File: config.mk
export PLATFORM = sky130hd
export DESIGN_NAME = mode_counter
export DESIGN_NICKNAME = d
export VERILOG_FILES = /design/src/rtl/mode_counter.sv
export SDC_FILE = /design/constraint.sdc
export NUM_CORES = 1
export LEC_CHECK = 0
export CORE_MARGIN = 2
export CORE_UTILIZATION = 46
export CTS_BUF_LIST = sky130_fd_sc_hd__clkbuf_16
export DETAILED_ROUTE_END_ITERATION = 16
export PLACE_DENSITY_LB_ADDON = 0.3
export SKIP_LAST_GASP = 1
export SLEW_MARGIN = 20
export SYNTH_ARGS = -nofsm -noshare
export SYNTH_HDL_FRONTEND = slang
export SYNTH_SLANG_ARGS = --single-unit
File: constraint.sdc
create_clock -name counter_CLK -period 2.11 [get_ports counter_CLK]
set_input_delay 0.422 -clock counter_CLK [delete_from_list [all_inputs] [get_ports counter_CLK]]
set_output_delay 0.422 -clock counter_CLK [all_outputs]
set_load 0.005 [all_outputs]
File: src/rtl/mode_counter.sv
`default_nettype none
// ============================================================================
// mode_counter : programmable up/down counter with hold/wrap, load, tick
// Rev 1.0 : initial release
// ============================================================================
module mode_counter #(
  parameter int CounterWIDTH = 4,
  parameter int DEF_MODE     = 0
) (
  input  logic                    counter_CLK,
  input  logic                    counter_RST_ASYN,
  input  logic                    counter_En,
  input  logic                    counter_Mode,
  input  logic                    counter_Dir,
  input  logic [CounterWIDTH-1:0] counter_Term,
  input  logic                    counter_Load,
  input  logic [CounterWIDTH-1:0] counter_Load_Val,
  output logic [CounterWIDTH-1:0] count,
  output logic                    counter_finish,
  output logic                    counter_tick
);

  localparam logic [CounterWIDTH-1:0] c_ZERO = '0;
  localparam logic [CounterWIDTH-1:0] c_ONE  = {{(CounterWIDTH-1){1'b0}}, 1'b1};
  localparam logic                    c_RST_MODE = (DEF_MODE != 0);

  logic [CounterWIDTH-1:0] r_count;
  logic                    r_tick;
  logic                    r_mode;

  logic [CounterWIDTH-1:0] w_start;
  logic [CounterWIDTH-1:0] w_terminal;
  logic [CounterWIDTH-1:0] w_next;
  logic [CounterWIDTH-1:0] w_load_clamped;
  logic                    w_at_term;
  logic                    w_over_term;

  // Up counts 0 -> Term, down counts Term -> 0.
  assign w_start        = counter_Dir ? counter_Term : c_ZERO;
  assign w_terminal     = counter_Dir ? c_ZERO : counter_Term;
  assign w_at_term      = (r_count == w_terminal);
  assign w_over_term    = !counter_Dir && (r_count > counter_Term);
  assign w_next         = counter_Dir ? (r_count - c_ONE) : (r_count + c_ONE);
  assign w_load_clamped = (counter_Load_Val > counter_Term) ? counter_Term : counter_Load_Val;

  always_ff @(posedge counter_CLK or negedge counter_RST_ASYN) begin
    if (!counter_RST_ASYN) begin
      r_count <= c_ZERO;
      r_tick  <= 1'b0;
      r_mode  <= c_RST_MODE;
    end else begin
      r_mode <= counter_Mode;
      if (counter_Load) begin
        r_count <= w_load_clamped;
        r_tick  <= 1'b0;
      end else if (!counter_En) begin
        r_count <= w_start;
        r_tick  <= 1'b0;
      end else if (w_over_term) begin
        // Term was lowered below the running count: snap to it.
        r_count <= counter_Term;
        r_tick  <= 1'b1;
      end else if (!w_at_term) begin
        r_count <= w_next;
        r_tick  <= (w_next == w_terminal);
      end else if (!r_mode) begin
        r_tick  <= 1'b0;
      end else begin
        r_count <= w_start;
        r_tick  <= (w_start == w_terminal);
      end
    end
  end

  assign count          = r_count;
  assign counter_tick   = r_tick;
  assign counter_finish = w_at_term;

endmodule
`default_nettype wire

==> out/results.ini <==
[run_status]
status=complete, but fails checks
violations=negative setup slack

[global_route]
grt_pass1_vias=1186
grt_overflow_total=0
grt_usage_pct=29.83
antenna_found_initial=0
grt_pass1_wl_um=5513
grt_max_degree=10

[synth]
synth_top_area_cell=dfrtp_1
synthMuxAreaShare_pct=6.588
syn-num-nets=138
ys_async_sr_fraction_pct=100.0
synthAdderAreaFrac_pct=15.28
synth-simple-area-share_pct=20.69
synth_edf_count=0
synth_most_common_cell=ha_1
yosysWarnings=0
synthesis.area_sq_um=949.7
synth_top_family_by_area=compound AO/OA/AOI/OAI gates
ys_seq_elements=6
synth_compound_area_share_pct=28.59
synth_common_cells=ha_1, nor2_1, a21oi_1
synth_seq_area_share_pct=15.81
ys_types=43
synth_area_per_cell_sq_um=8.404
synth_xor_area_share_pct=5.534
syn_inst=113
synth_top_flop_cell=dfrtp_1
ys_top_cells_by_area=dfrtp_1, ha_1, a21oi_1
yosysTopAreaCellShare_pct=15.81

[placement]
portBuffers=19
dp_slack_ns=-0.5797
dp_hpwl_um=2330
place_congestion=0.8932

[setup_path]
worstPathCellList=ha_4, nor2b_4, o211a_1, o211ai_1, a31oi_2, a222oi_1, a21oi_1
crit_path_end_kind=flip-flop
crit_arrival_ns=2.23
path_max_fanout=4
cpLargestDelayFamily=compound AO/OA/AOI/OAI gates
crit_type=flip-flop to flip-flop
slowest_delay_ns=0.46
cp_num_buf_inv=0
startpoint_type=flip-flop
cp_slowest_cell=dfrtp_2
required_ns=2.21

[die]
rows=16
die_y_um=49.44
pin_count=20
core_sq_um=1962
dieArea_sq_um=2444
initial_core_util_pct=48.41
die_x_um=49.44

[finish]
drive_above_1_share_pct=48.13
nFillCells=98
fin_util_pct=85.97
insertedDiodeCount=0
nets=187
areaGrowthSynthToFinish_pct=77.60

[detailed_routing]
first_pass_iters=4
wl_per_cell_um=19.01
routed_via_density=6.390
drc=0
drtIter0Drc=50
postRouteAntennaNets=0
drt-total-wl_um=3555
num_vias=1195

[clocking]
clock_path_buffers=2
clk_pin_slew_worst_paths_ns=0.03
cts_tree=done
clk_latency_ns=0.23
root_buffer=clkbuf_16
clock_sinks=6
postCtsHoldBufs=0
htreeDepth=1
cts_buffers=3

[power]
cellLeakagePower_nw=0.7278
peakVddDrop_v=0.0007837
p_per_area_nw_per_um2=741.8

[sta]
hold_viol_final=0
drv_slew=0
tns_ns=-0.03279
fin_skew_ns=0.0005723
post-route-period-util_pct=100.8
rsz0062_at_grt=true
setup_ws_ns=-0.01683
setup_viol=2
fmax_mhz=470.2
relSlewSlack_pct=79.08
timing.hold.ws_ns=0.4428
tightest_slew_ns=0.3132
fin_crit_ns=2.127

[worst_hold_path]
hold_path_class=input pin to async pin

[run]
maxCapViolCount=0

-- layout by cell type, fill, tap and decap left out, types with 3 or more instances in the layout --
master	count
dfrtp_1	4
buf_4	29
nand2_1	6
mux2i_1	3
ha_4	5
o211ai_1	4
clkdlybuf4s15_1	3
nand3b_1	3
clkbuf_16	3
ha_1	5
buf_6	4
inv_2	3
clkdlybuf4s50_1	9
xor2_1	3
a21oi_1	6
nand2b_1	3
nor2_1	9
-- worst register-to-register path: stages (launching register included) --
cell and delay, ns:
dfrtp_2 0.46, ha_4 0.24, nor2b_4 0.12, o211a_1 0.25, o211ai_1 0.25, a31oi_2 0.16
a222oi_1 0.39, a21oi_1 0.11
-- final timing paths --
path | start | end | slack, ns | depth (start not counted)
max | count[1]$_DFFE_PN0P_ | count[2]$_DFFE_PN0P_ | -0.02 | 7
min | counter_RST_ASYN | r_mode$_DFF_PN0_ | 0.44 | 1
max reg2reg | count[1]$_DFFE_PN0P_ | count[2]$_DFFE_PN0P_ | -0.02 | 7
min reg2reg | r_mode$_DFF_PN0_ | counter_tick$_DFF_PN0_ | 0.60 | 2
max in group asynchronous | counter_RST_ASYN | count[1]$_DFFE_PN0P_ | 1.42 | 1
min in group counter_CLK | r_mode$_DFF_PN0_ | counter_tick$_DFF_PN0_ | 0.60 | 2
-- power breakdown --
part	switching, mW	total [mW]	internal (mW)
Sequential	0.0412	0.179	0.138
Combinational	0.358	0.760	0.402
Clock	0.0687	0.312	0.244
Total	0.468	1.25	0.783
-- cell type report --
class                      count  area, sq um  area share (%)
clock buffer                   3        75.07           4.451
multi-input combinational     93        968.4           57.42
tap                           27        33.78           2.003
sequential                     6        152.6           9.050
timing repair buffer          52        431.7           25.59
inverter                       6        25.02           1.484
-- layer usage --
layer | track usage [%] | share of wire [%] | routed length, um | vias up
met1 | 34.27 | 37 | 1325 | 567
li1 | - | - | - | 533
met5 | 0 | 0 | 0 | -
met2 | 52.70 | 51 | 1806 | 73
met4 | 12.04 | 4.4 | 157 | 0
met3 | 7.055 | 7.5 | 266 | 22
-- state kept, by name, summed over array words and instances, names as in the netlist --
name / count
r_mode: 1
counter_tick: 1
count: 4
-- cells by family after synthesis --
family | count (synthesis)
compound gates | 36
simple gates | 34
buf+inv | 14
fa+ha+maj | 11
xor+xnor | 6
mux | 6
flops | 6
-- repair_timing --
action / in CTS / in global routing
endpoints found under the setup margin: 6 / 6
pin swaps: 13 / 18
buffers inserted: 4 / 2
resized for setup: 30 / 33
-- metrics by stage --
| step | area, sq um | std cells | power (mW) |
|---|---|---|---|
| after floorplan | 1006 | 113 | 0.5153 |
| after global placement | 1374 | 178 | 0.7425 |
| after detailed placement | 1374 | 178 | 0.7689 |
| after CTS | 1560 | 185 | 1.132 |
| after global routing | 1687 | 187 | 1.322 |
| final | 1687 | 187 | 1.251 |
(Power assumes the default switching activity.)
